<file path="config.mk">
export PLATFORM = sky130hd
export DESIGN_NAME = ws2812_rx_flat
export DESIGN_NICKNAME = d
export VERILOG_FILES = /design/src/rtl/ws2812_rx_if.sv /design/src/rtl/ws2812_rx.sv /design/src/flat_wrapper.sv
export SDC_FILE = /design/constraint.sdc
export NUM_CORES = 1
export LEC_CHECK = 0
export ABC_AREA = 0
export CAP_MARGIN = 10
export CORE_ASPECT_RATIO = 1.1
export CORE_MARGIN = 2
export CORE_UTILIZATION = 30
export DETAILED_ROUTE_END_ITERATION = 7
export GPL_ROUTABILITY_DRIVEN = 0
export PLACE_DENSITY = 0.43
export RECOVER_POWER = 50
export SYNTH_ARGS = -nofsm -noshare
export SYNTH_HDL_FRONTEND = slang
export SYNTH_SLANG_ARGS = --single-unit
</file>
<file path="constraint.sdc">
create_clock -name clk -period 5.5 [get_ports clk]
set_clock_uncertainty 0.15 [all_clocks]
set_input_delay 1.1 -clock clk [delete_from_list [all_inputs] [get_ports clk]]
set_output_delay 1.1 -clock clk [all_outputs]
set_load 0.1 [all_outputs]
</file>
<file path="src/rtl/ws2812_rx_if.sv">
// Signal bundle between a WS2812 line source/consumer and the ws2812_rx decoder.
// The decoder takes the slave view; the line driver / checker takes the master view.
interface ws2812_rx_if;
    logic        din;
    logic [23:0] data;
    logic        valid;
    logic        latch;
    logic        err;
    logic        dout;
    logic        bsy;

    modport master (
        output din,
        input  data,
        input  valid,
        input  latch,
        input  err,
        input  dout,
        input  bsy
    );

    modport slave (
        input  din,
        output data,
        output valid,
        output latch,
        output err,
        output dout,
        output bsy
    );
endinterface

</file>
<file path="src/rtl/ws2812_rx.sv">
// WS2812 single-wire receiver: decodes the first 24-bit word of a frame and
// forwards the rest of the frame, delayed two cycles, to the next device.
module ws2812_rx #(
    parameter real F_CLK = 48e6,
    parameter real T_RES = 50e-6
) (
    input  logic         clk,
    input  logic         rst,
    ws2812_rx_if.slave   bus,
    output logic [2:0]   dbg_state
);
    // Cycle counts are rounded up; the small epsilon keeps exact products
    // such as 1.5us * 48MHz from rounding up by floating-point noise.
    localparam real X_THR  = 525e-9 * F_CLK;
    localparam real X_HMAX = 1.5e-6 * F_CLK;
    localparam real X_RES  = T_RES * F_CLK;
    localparam int  I_THR  = $rtoi(X_THR);
    localparam int  I_HMAX = $rtoi(X_HMAX);
    localparam int  I_RES  = $rtoi(X_RES);
    localparam int  N_THR  = ($itor(I_THR)  < X_THR  - 1e-6) ? I_THR  + 1 : I_THR;
    localparam int  N_HMAX = ($itor(I_HMAX) < X_HMAX - 1e-6) ? I_HMAX + 1 : I_HMAX;
    localparam int  N_RES  = ($itor(I_RES)  < X_RES  - 1e-6) ? I_RES  + 1 : I_RES;
    localparam int  CW     = $clog2(N_RES + 1);

    localparam logic [CW-1:0] THR_C  = CW'(N_THR);
    localparam logic [CW-1:0] HMAX_C = CW'(N_HMAX);
    localparam logic [CW-1:0] RES_M1 = CW'(N_RES - 1);
    localparam logic [CW-1:0] ONE_C  = CW'(1);

    typedef enum logic [2:0] {
        IDLE = 3'd0,
        HIGH = 3'd1,
        LOW  = 3'd2,
        FWD  = 3'd3,
        WAIT = 3'd4
    } state_t;

    state_t         state, state_n;
    logic           s1, s2, din_q;
    logic           din_s, rise;
    logic [CW-1:0]  cnt, cnt_n, cnt_inc;
    logic [4:0]     idx, idx_n;
    logic [22:0]    sr, sr_n;
    logic [23:0]    data_r, data_n;
    logic           valid_r, valid_n;
    logic           latch_r, latch_n;
    logic           err_r, err_n;
    logic           bit_v;

    assign din_s   = s2;
    assign rise    = din_s & ~din_q;
    assign cnt_inc = (cnt == {CW{1'b1}}) ? cnt : cnt + 1'b1;
    assign bit_v   = (cnt >= THR_C);

    always_ff @(posedge clk or negedge rst) begin
        if (!rst) begin
            s1      <= 1'b0;
            s2      <= 1'b0;
            din_q   <= 1'b0;
            state   <= IDLE;
            cnt     <= '0;
            idx     <= '0;
            sr      <= '0;
            data_r  <= '0;
            valid_r <= 1'b0;
            latch_r <= 1'b0;
            err_r   <= 1'b0;
        end else begin
            s1      <= bus.din;
            s2      <= s1;
            din_q   <= s2;
            state   <= state_n;
            cnt     <= cnt_n;
            idx     <= idx_n;
            sr      <= sr_n;
            data_r  <= data_n;
            valid_r <= valid_n;
            latch_r <= latch_n;
            err_r   <= err_n;
        end
    end

    always_comb begin
        state_n = state;
        cnt_n   = cnt;
        idx_n   = idx;
        sr_n    = sr;
        data_n  = data_r;
        valid_n = 1'b0;
        latch_n = 1'b0;
        err_n   = 1'b0;
        case (state)
            IDLE: begin
                if (rise) begin
                    state_n = HIGH;
                    cnt_n   = ONE_C;
                    idx_n   = '0;
                end
            end
            HIGH: begin
                if (din_s) begin
                    // cnt equals the high samples seen so far; one more is too long
                    if (cnt >= HMAX_C) begin
                        err_n   = 1'b1;
                        state_n = WAIT;
                        cnt_n   = '0;
                    end else begin
                        cnt_n = cnt_inc;
                    end
                end else begin
                    cnt_n = ONE_C;
                    if (idx == 5'd23) begin
                        data_n  = {sr, bit_v};
                        valid_n = 1'b1;
                        state_n = FWD;
                    end else begin
                        sr_n    = {sr[21:0], bit_v};
                        idx_n   = idx + 5'd1;
                        state_n = LOW;
                    end
                end
            end
            LOW: begin
                if (din_s) begin
                    state_n = HIGH;
                    cnt_n   = ONE_C;
                end else if (cnt >= RES_M1) begin
                    latch_n = 1'b1;
                    err_n   = 1'b1;
                    state_n = IDLE;
                    cnt_n   = '0;
                    idx_n   = '0;
                    sr_n    = '0;
                end else begin
                    cnt_n = cnt_inc;
                end
            end
            FWD, WAIT: begin
                // Only a full reset gap of consecutive lows ends the frame
                if (din_s) begin
                    cnt_n = '0;
                end else if (cnt >= RES_M1) begin
                    latch_n = 1'b1;
                    state_n = IDLE;
                    cnt_n   = '0;
                end else begin
                    cnt_n = cnt_inc;
                end
            end
            default: begin
                state_n = IDLE;
                cnt_n   = '0;
            end
        endcase
    end

    // Combinational forward keeps the repeater latency at the synchronizer depth
    assign bus.dout  = (state == FWD) && din_s;
    assign bus.bsy   = (state != IDLE);
    assign bus.data  = data_r;
    assign bus.valid = valid_r;
    assign bus.latch = latch_r;
    assign bus.err   = err_r;
    assign dbg_state = state;
endmodule

</file>
<file path="src/flat_wrapper.sv">
// flat-port wrapper written by rule: the top's interface ports become plain ports
module ws2812_rx_flat 
#(
    parameter real F_CLK = 48e6,
    parameter real T_RES = 50e-6
)
  (clk, rst, dbg_state, bus_din, bus_data, bus_valid, bus_latch, bus_err, bus_dout, bus_bsy);
  ws2812_rx_if bus_i ();
  input  logic clk;
  input  logic rst;
  output logic [2:0] dbg_state;
  input wire logic [$bits(bus_i.din)-1:0] bus_din;
  output wire logic [$bits(bus_i.data)-1:0] bus_data;
  output wire logic [$bits(bus_i.valid)-1:0] bus_valid;
  output wire logic [$bits(bus_i.latch)-1:0] bus_latch;
  output wire logic [$bits(bus_i.err)-1:0] bus_err;
  output wire logic [$bits(bus_i.dout)-1:0] bus_dout;
  output wire logic [$bits(bus_i.bsy)-1:0] bus_bsy;
  assign bus_i.din = bus_din;
  assign bus_data = bus_i.data;
  assign bus_valid = bus_i.valid;
  assign bus_latch = bus_i.latch;
  assign bus_err = bus_i.err;
  assign bus_dout = bus_i.dout;
  assign bus_bsy = bus_i.bsy;
  ws2812_rx #(.F_CLK(F_CLK), .T_RES(T_RES)) u_core (.clk(clk), .rst(rst), .bus(bus_i), .dbg_state(dbg_state));
endmodule
</file>
# Word level (Yosys, flattened, before mapping)
# Index checks and enable logic that the tools add are counted.
# W data, S select, Z words.
# totals
regBits,73
input_bits,3
output_inout_bits,32
wordCells,79
# classes
n_addsub,2
magnitude_cmp,3
n_eq_ne,13
muxes,36
n_bitwise,3
reduce_logical,11
# ops
operator,n
$mux W23,4
$mux W12,7
$pmux W12 S4,1
$pmux W23 S2,1
$mux W5,5
$mux W3,6
$pmux W5 S3,1
$add A12 B1 Y12 const B,1
$eq A12 B12 Y1 const B,1
$ge A12 B12 Y1 const B,1
$ge A12 B5 Y1 const B,1
$ge A12 B7 Y1 const B,1
$pmux W3 S4,1
$mux W1,9
$ne A2 B2 Y1 const B,4
$eq A3 B2 Y1 const B,2
$reduce_and A3 Y1,2
$reduce_and A6 Y1,1
$reduce_bool A3 Y1,2
$add A5 B1 Y5 const B,1
$eq A5 B5 Y1 const B,1
$reduce_and A5 Y1,1
$ne A2 B1 Y1 const B,2
$eq A3 B1 Y1 const B,1
other kinds (10),11

# Longest topological paths before layout
# Gate-level depths: netlist (run 1).
# logic_depth
ltp_word,5
mapped_depth,8
depth_no_buf,6

# Worst setup path before layout (run 1)
# Ideal clock, no wire load.
# synth_path
path_kind,register -> output
startpoint,register u_core.state[2] (netlist: u_core.dbg_state[2])
endpoint,output port bus_dout
arrival_ns,2.603
t_required_ns,4.250
slack_ns,1.647
stages_incl_launch_ff,4
path_buffers,1
path_cell_list,dfrtp_1 clkbuf_1 nand2b_1 nor2_1
# synth_between
elab_chain_cells,2
# synth_rtl
item,line_no,text
"start, declared",ws2812_rx.sv:38,"state_t state, state_n;"
"start signal, assigned",ws2812_rx.sv:72,state <= state_n;
$eq A3 B2 Y1,ws2812_rx.sv:158,assign bus.dout = (state == FWD) && din_s;
$logic_and A1 B1 Y1,ws2812_rx.sv:158,
"end, declared",flat_wrapper.sv:17,output wire logic [$bits(bus_i.dout)-1:0] bus_dout;
# No other way between the ends.

# Final worst setup path (run 1)
# Same ends and word-level chain as after synthesis.

==> results of run 1 <==
-- where the power goes --
part	switching (mW)	internal [mW]
clock network	0.211	0.374
logic	0.299	0.106
registers	0.0599	0.566
-- synthesized netlist by cell type (2+ instances only) --
cell,count
nand4b_1,2
nor2_1,23
nor4_4,2
nor3_1,4
nor3_4,3
buf_6,8
dfrtp_1,73
a22o_1,23
nand3_1,8
o32ai_1,2
a41oi_1,2
and4b_1,2
or2_1,2
nand4_1,2
mux2_2,24
buf_2,5
clkbuf_1,6
nor4_1,3
a221oi_1,3
or4_1,3
o211ai_1,3
o21ai_0,9
o31ai_1,4
a31o_2,2
a21oi_1,8
clkbuf_8,2
nand2b_1,3
ha_1,3
o22ai_1,5
a31oi_1,9
inv_1,10
a211oi_1,3
or3_1,3
nand2_1,21
-- worst reg2reg max path: stages (launching register included) --
cell      delay, ps
dfrtp_1         570
nor3b_1         610
nand2b_1        200
or2_1           250
clkbuf_1        550
mux2_2          510
-- cell families (layout without fill, tap and decap cells) --
group,Yosys count,count (layout),synth area share [%]
fa+ha+maj,3,3,1.07
simple gates,90,90,15.2
flops,73,73,51.9
compound gates,84,84,18.2
buf+inv,32,61,5.97
mux,24,24,7.67
-- sequential cells by signal (all words and copies together), names as in the netlist --
| name | count |
|---|---|
| u_core.bus.latch | 1 |
| u_core.bus.data | 24 |
| u_core.sr | 23 |
| u_core.idx | 5 |
| u_core.din_s | 1 |
| u_core.bus.valid | 1 |
| u_core.s1 | 1 |
| u_core.dbg_state | 3 |
| u_core.bus.err | 1 |
| u_core.din_q | 1 |
| u_core.cnt | 12 |
-- metal layers --
layer | wire (um) | vias up | global-route usage (%)
li1 | - | 1197 | -
met4 | 114 | 0 | 6.17
met3 | 278 | 8 | 2.66
met5 | 0 | - | 0
met2 | 3600 | 40 | 19.5
met1 | 3680 | 1251 | 18.4
-- cell type report --
type                       instances  area, um2  share of cell area, %
clock buffer                      13        260                   6.23
clock inverter                     2       37.5                  0.899
inverter                          10       37.5                  0.899
multi-input combinational        201       1480                   35.4
sequential                        73       1830                   43.7
tap                              150        188                   4.49
timing repair buffer              36        347                   8.30
-- worst max path at each step --
stage	end	slack (ps)	cells past startpoint
after global routing	bus_dout	1650	3
final	bus_dout	1740	3
after CTS	bus_dout	1700	3
after floorplan	bus_dout	1650	3
after global placement	bus_dout	2070	3
after detailed placement	bus_dout	2060	3
-- metrics by stage --
| stage | utilization, % | setup WS, ps | cell area [um2] |
|---|---|---|---|
| after floorplan | - | 1650 | 3520 |
| final | 36.5 | 1740 | 4180 |
| after global placement | 34.0 | 2070 | 3890 |
| after global routing | 36.5 | 1650 | 4180 |
| after CTS | 36.6 | 1700 | 4190 |
| after detailed placement | 34.0 | 2060 | 3890 |
==> flow_metrics.py, run 1 <==
metrics = {
    "detailed_routing": {
        "drc_errors": 0,
        "first_pass_iters": 4,
        "avgViaCountPerCell": 5.15,
        "vias": 2496,
        "routed_wirelength_mm": 7.67,
        "final_antenna_net_count": 0,
        "drt_iter0_drc": 52,
        "wl_per_cell_um": 15.8,
    },
    "clock_network": {
        "cts_buffers": 9,
        "clock_tree.root_cell": "clkbuf_16",
        "htreeDepth": 3,
        "hold_buffers": 0,
        "clk_path_buf_depth": 2,
        "postCtsSetupRepairBufs": 0,
        "cts_sinks": 73,
        "clk_pin_slew_ps": 60,
        "clk_latency_ps": 330,
        "cts.repair.resized": 0,
        "cts_tree": "done",
    },
    "yosys": {
        "ys_top_cells_by_area": "dfrtp_1 52%, mux2_2 7.7%, a22o_1 5.7%, buf_6 2.6%, nor2_1 2.5%",
        "synth_seq_area_share_pct": 51.9,
        "async_flop_share_pct": 100,
        "synth.distinct_cells": 55,
        "syn_inst": 306,
        "synth_area_mm2": 0.00352,
        "avgSynthCellArea_um2": 11.5,
        "yosys_warnings": 0,
        "synth_top_cell_by_area": "dfrtp_1",
        "synth_edf_count": 0,
        "yosys.area.top_type_share_pct": 51.9,
        "synth_seq_cells": 73,
        "syn_nets": 312,
        "synth_top_flop_cell": "dfrtp_1",
    },
    "floorplan": {
        "die_w_um": 107,
        "ioPinCount": 35,
        "coreArea_mm2": 0.0114,
        "row_count": 41,
        "die_area_mm2": 0.0126,
        "die_y_um": 118,
        "start_util_pct": 30.8,
    },
    "setup_path": {
        "end_kind": "output pin",
        "critical_path.max_stage_delay_ps": 1140,
        "rr_endpoint": "u_core.bus.data[22]$_DFFE_PN0P_",
        "r2r_start": "u_core.dbg_state[2]$_DFFE_PN0P_",
        "cp_top_family": "buffers and inverters",
        "rrSetupSlack_ps": 2550,
        "worstPathRequired_ps": 4250,
        "crit_chain": "nand2b_1, nor2_1, clkdlybuf4s50_1",
        "path_buf_inv": 1,
        "start_kind": "flop",
        "cp_slowest_cell": "clkdlybuf4s50_1",
        "critical_path_class": "reg -> out",
        "crit_arrival_ps": 2510,
        "setup.worst_path.start": "u_core.dbg_state[2]$_DFFE_PN0P_",
        "r2r_cells": 5,
        "path_max_fanout": 17,
    },
    "min_path": {
        "hp-start": "u_core.s1$_DFF_PN0_",
        "hold_path.class": "reg -> reg",
        "min_to": "u_core.din_s$_DFF_PN0_",
        "min_path_cells": 0,
    },
    "sta": {
        "maxSlewHeadroom_pct": -21.6,
        "rsz0062_at_grt": "false",
        "setup_viol": 0,
        "fmax_ghz": 0.266,
        "hold_slack_ps": 209,
        "tns_ps": 0,
        "hold_viol_final": 0,
        "worst-slew-pin-transition_ps": 1820,
        "period_needed_ps": 3760,
        "final-max-slew-violation-count": 74,
        "period_share_pct": 68.4,
    },
    "place": {
        "place_inst": 470,
        "hpwlAfterDp_mm": 4.86,
        "port-buffer-count": 34,
    },
    "global_routing": {
        "grt_pass1_vias": 2600,
        "grt_use_total_pct": 13.2,
        "grt_first_pass_wirelength_mm": 13.2,
        "grt_max_degree": 74,
        "antenna_found_initial": 0,
        "overflow": 0,
    },
    "final_layout": {
        "layout_common_cells": "73 x dfrtp_1, 32 x clkdlybuf4s50_1, 24 x mux2_2",
        "syn_to_final_growth_pct": 18.6,
        "num_antenna_cells": 0,
        "drive_gt1_share_pct": 15.8,
        "instances_no_fill": 485,
        "nets": 337,
        "layout_commonest_cell": "dfrtp_1",
        "fillers": 1167,
    },
    "pwr": {
        "power.total_mw": 1.62,
        "power.density_mw_per_mm2": 387,
        "leakagePower_nw": 1.80,
        "vdd_drop_max_mv": 0.271,
    },
    "outcome": {
        "violations": "max-capacitance violations, max-slew violations",
        "outcome": "finished with violations",
    },
    "flow_run": {
        "maxCapViolCount": 1,
    },
}
Note: power is estimated with default switching activity, not from simulation.
==> run 2, diff against run 1 <==
- clock period: 5.5 -> 3.7 ns (I/O delays scaled with it)
==> flow_metrics.py, run 2 (synthesis results as in run 1) <==
metrics = {
    "sta": {
        "fmax_ghz": 0.331,
        "hold_viol_final": 0,
        "maxSlewHeadroom_pct": -21.2,
        "final-max-slew-violation-count": 74,
        "hold_slack_ps": 197,
        "fin_ws_ps": 682,
        "period_share_pct": 81.6,
        "tns_ps": 0,
        "worst-slew-pin-transition_ps": 1820,
        "setup_viol": 0,
        "period_needed_ps": 3020,
        "rsz0062_at_grt": "false",
    },
    "floorplan": {
        "coreArea_mm2": 0.0114,
        "ioPinCount": 35,
        "row_count": 41,
        "die_area_mm2": 0.0126,
        "die_w_um": 107,
        "die_y_um": 118,
        "start_util_pct": 30.8,
    },
    "setup_path": {
        "rrSetupSlack_ps": 1000,
        "start_kind": "flop",
        "worstPathRequired_ps": 2810,
        "path_max_fanout": 17,
        "crit_arrival_ps": 2130,
        "critical_path_class": "reg -> out",
        "end_kind": "output pin",
    },
    "final_layout": {
        "instances_no_fill": 486,
        "largest_register_ffs": 24,
        "layout_commonest_cell": "dfrtp_1",
        "drive_gt1_share_pct": 17.3,
        "syn_to_final_growth_pct": 18.6,
        "final_area_mm2": 0.00418,
        "layout_common_cells": "73 x dfrtp_1, 26 x clkdlybuf4s50_1, 24 x mux2_2",
        "num_antenna_cells": 0,
        "nets": 337,
        "final_util_pct": 36.5,
    },
    "clock_network": {
        "clk_latency_ps": 330,
        "htreeDepth": 3,
        "cts.repair.resized": 0,
        "cts_tree": "done",
        "postCtsSetupRepairBufs": 0,
        "hold_buffers": 0,
        "clk_path_buf_depth": 2,
        "cts_sinks": 73,
        "clock_tree.root_cell": "clkbuf_16",
        "clk_pin_slew_ps": 60,
        "cts_buffers": 9,
    },
    "outcome": {
        "outcome": "finished with violations",
        "violations": "max-capacitance violations, max-slew violations",
    },
    "detailed_routing": {
        "routed_wirelength_mm": 7.77,
        "final_antenna_net_count": 0,
        "wl_per_cell_um": 16.0,
        "first_pass_iters": 4,
        "avgViaCountPerCell": 5.17,
        "vias": 2511,
        "drc_errors": 0,
        "drt_iter0_drc": 139,
    },
    "pwr": {
        "vdd_drop_max_mv": 0.204,
        "leakagePower_nw": 1.82,
        "power.density_mw_per_mm2": 594,
        "power.total_mw": 2.48,
    },
    "global_routing": {
        "grt_first_pass_wirelength_mm": 13.5,
        "overflow": 0,
        "grt_use_total_pct": 13.3,
        "grt_pass1_vias": 2601,
        "grt_max_degree": 74,
        "antenna_found_initial": 0,
    },
    "place": {
        "place_inst": 470,
        "hpwlAfterDp_mm": 4.92,
        "port-buffer-count": 34,
        "placed_cell_area_mm2": 0.00387,
        "post-place-ws_ps": 1000,
    },
    "min_path": {
        "hold_path.class": "reg -> reg",
    },
    "flow_run": {
        "maxCapViolCount": 1,
    },
}
==> run 2: cell count changes in the layout (fill, tap and decap cells not counted), sizes merged <==
| cell | delta |
|---|---|
| clkbuf | +1 |
| inv | +1 |
| clkdlybuf4s50 | -6 |
| clkinv | +2 |
| buf | +2 |
| bufinv | +1 |
==> run 2: report_power, final <==
| part | leakage (nW) | internal (mW) | total (mW) | switching, mW |
|---|---|---|---|---|
| combinational | 0.653 | 0.142 | 0.614 | 0.472 |
| sequential | 1.00 | 0.841 | 0.908 | 0.0662 |
| clock | 0.159 | 0.611 | 0.958 | 0.346 |
| total | 1.82 | 1.59 | 2.48 | 0.885 |
==> run 2: critical path, stage by stage, from the launching register on <==
cell      delay, ps
dfrtp_1         690
or3_1           220
clkbuf_1        880
==> run 2: final cells by class <==
class	count	area, um2
Multi-Input combinational cell	201	1480
Timing Repair Buffer	36	317
Clock buffer	10	239
Sequential cell	73	1830
Fill cell	1139	7260
Clock inverter	6	90.1
Inverter	10	37.5
Tap cell	150	188
==> run 2: worst paths after layout <==
path	cells past startpoint	to	startpoint
max in group asynchronous	1	u_core.cnt[5]$_DFFE_PN0P_	rst
max	2	bus_bsy	u_core.dbg_state[2]$_DFFE_PN0P_
min reg2reg	0	u_core.din_s$_DFF_PN0_	u_core.s1$_DFF_PN0_
min	0	u_core.din_s$_DFF_PN0_	u_core.s1$_DFF_PN0_
min in group asynchronous	1	u_core.bus.err$_DFF_PN0_	rst
max reg2reg	6	u_core.cnt[8]$_DFFE_PN0P_	u_core.cnt[0]$_DFFE_PN0P_
==> run 2: metal layers <==
metal / vias to the layer above / GRT usage (%) / part of all wire (%)
met5: - / 0 / 0
met4: 0 / 4.87 / 1.8
li1: 1199 / - / -
met3: 10 / 3.38 / 3.3
met1: 1263 / 18.5 / 49
met2: 39 / 20.1 / 46
==> run 3, diff against run 2 <==
- clock period: 3.7 -> 2.92 ns (I/O delays scaled with it)
==> flow_metrics.py, run 3 (synthesis results as in run 1) <==
metrics = {
    "clock_network": {
        "cts_sinks": 73,
        "hold_buffers": 0,
        "cts.repair.resized": 0,
        "clk_pin_slew_ps": 60,
        "postCtsSetupRepairBufs": 0,
        "clock_tree.root_cell": "clkbuf_16",
        "clk_path_buf_depth": 2,
        "clk_latency_ps": 330,
        "htreeDepth": 3,
        "cts_tree": "done",
        "cts_buffers": 9,
    },
    "final_layout": {
        "fillers": 1149,
        "largest_register_ffs": 24,
        "drive_gt1_share_pct": 24.3,
        "nets": 342,
        "instances_no_fill": 491,
        "num_antenna_cells": 0,
        "layout_commonest_cell": "dfrtp_1",
        "final_area_mm2": 0.00408,
        "syn_to_final_growth_pct": 15.7,
        "layout_common_cells": "73 x dfrtp_1, 25 x buf_4, 24 x mux2_2",
    },
    "sta": {
        "tns_ps": 0,
        "period_needed_ps": 2620,
        "worst-slew-pin-transition_ps": 1830,
        "setup_viol": 0,
        "fin_ws_ps": 298,
        "period_share_pct": 89.8,
        "final-max-slew-violation-count": 74,
        "hold_slack_ps": 203,
        "fmax_ghz": 0.381,
        "maxSlewHeadroom_pct": -21.9,
        "hold_viol_final": 0,
        "rsz0062_at_grt": "false",
    },
    "detailed_routing": {
        "wl_met1_mm": 3.78,
        "routed_wirelength_mm": 7.75,
        "wl_met2_mm": 3.56,
        "vias": 2499,
        "avgViaCountPerCell": 5.09,
        "route.met3.wl_um": 236,
        "final_antenna_net_count": 0,
        "drt_iter0_drc": 88,
        "top_layer": "met4",
        "wl_per_cell_um": 15.8,
        "drc_errors": 0,
        "first_pass_iters": 4,
    },
    "min_path": {
        "hp-start": "u_core.s1$_DFF_PN0_",
        "min_to": "u_core.din_s$_DFF_PN0_",
        "min_path_cells": 0,
        "hold_path.class": "reg -> reg",
    },
    "global_routing": {
        "grt_first_pass_wirelength_mm": 13.5,
        "overflow": 0,
        "antenna_found_initial": 0,
        "grt_use_total_pct": 13.6,
        "grt_max_degree": 74,
        "grt_pass1_vias": 2535,
    },
    "place": {
        "port-buffer-count": 34,
        "post-place-ws_ps": 307,
        "hpwlAfterDp_mm": 5.11,
        "placed_cell_area_mm2": 0.00386,
        "place_inst": 475,
    },
    "floorplan": {
        "start_util_pct": 30.8,
        "ioPinCount": 35,
        "row_count": 41,
        "coreArea_mm2": 0.0114,
        "die_area_mm2": 0.0126,
        "die_y_um": 118,
        "die_w_um": 107,
    },
    "setup_path": {
        "path_max_fanout": 23,
        "start_kind": "flop",
        "r2r_start": "u_core.cnt[1]$_DFFE_PN0P_",
        "worstPathRequired_ps": 2990,
        "rr_endpoint": "u_core.sr[0]$_DFFE_PN0P_",
        "critical_path_class": "reg -> reg",
        "end_kind": "flop",
        "r2r_cells": 6,
        "rrSetupSlack_ps": 300,
        "crit_arrival_ps": 2690,
    },
    "pwr": {
        "vdd_drop_max_mv": 0.262,
        "power.density_mw_per_mm2": 726,
        "leakagePower_nw": 1.83,
    },
    "flow_run": {
        "maxCapViolCount": 1,
    },
    "outcome": {
        "violations": "max-capacitance violations, max-slew violations",
        "outcome": "finished with violations",
    },
}
run 3: layout make-up:
class | count | area (um2) | area share (%)
flip-flops and latches | 73 | 1830 | 44.8
multi-input cells | 201 | 1490 | 36.5
repair buffers | 41 | 272 | 6.66
clock buffers | 10 | 229 | 5.62
well taps | 150 | 188 | 4.60
inverters | 10 | 37.5 | 0.921
clock inverters | 6 | 35.0 | 0.859
run 3: through the flow:
step | utilization (%) | total power, mW
5_1_grt | 35.6 | 3.15
6_report | 35.6 | 2.96
3_3_place_gp | 33.8 | 2.01
2_1_floorplan | - | 1.81
3_5_place_dp | 33.8 | 2.00
4_1_cts | 36.1 | 3.01
run 3: worst max-delay path, stage by stage, from the launching register on:
cell      delay [ps]
dfrtp_1          400
ha_1             250
and4_1           250
and3_1           410
o211ai_2         100
a211o_1          580
a22o_1           350
run 3: how the worst max path moves through the flow:
stage	startpoint	end	slack, ps
after global routing	u_core.cnt[1]$_DFFE_PN0P_	u_core.sr[0]$_DFFE_PN0P_	90
final	u_core.cnt[1]$_DFFE_PN0P_	u_core.sr[0]$_DFFE_PN0P_	300
after detailed placement	u_core.cnt[1]$_DFFE_PN0P_	u_core.sr[0]$_DFFE_PN0P_	310
after floorplan	u_core.dbg_state[0]$_DFFE_PN0P_	u_core.cnt[4]$_DFFE_PN0P_	1
after CTS	u_core.cnt[1]$_DFFE_PN0P_	u_core.sr[0]$_DFFE_PN0P_	280
after global placement	u_core.cnt[1]$_DFFE_PN0P_	u_core.sr[0]$_DFFE_PN0P_	360
run 3: report_power, final:
part           switching, mW  internal (mW)
clock network          0.417          0.568
logic                  0.583          0.218
registers              0.106           1.07
run 3: layer usage:
layer / track usage (%) / vias up
li1: - / 1208
met1: 19.1 / 1243
met2: 19.4 / 37
met3: 2.93 / 11
met4: 7.39 / 0
met5: 0 / -
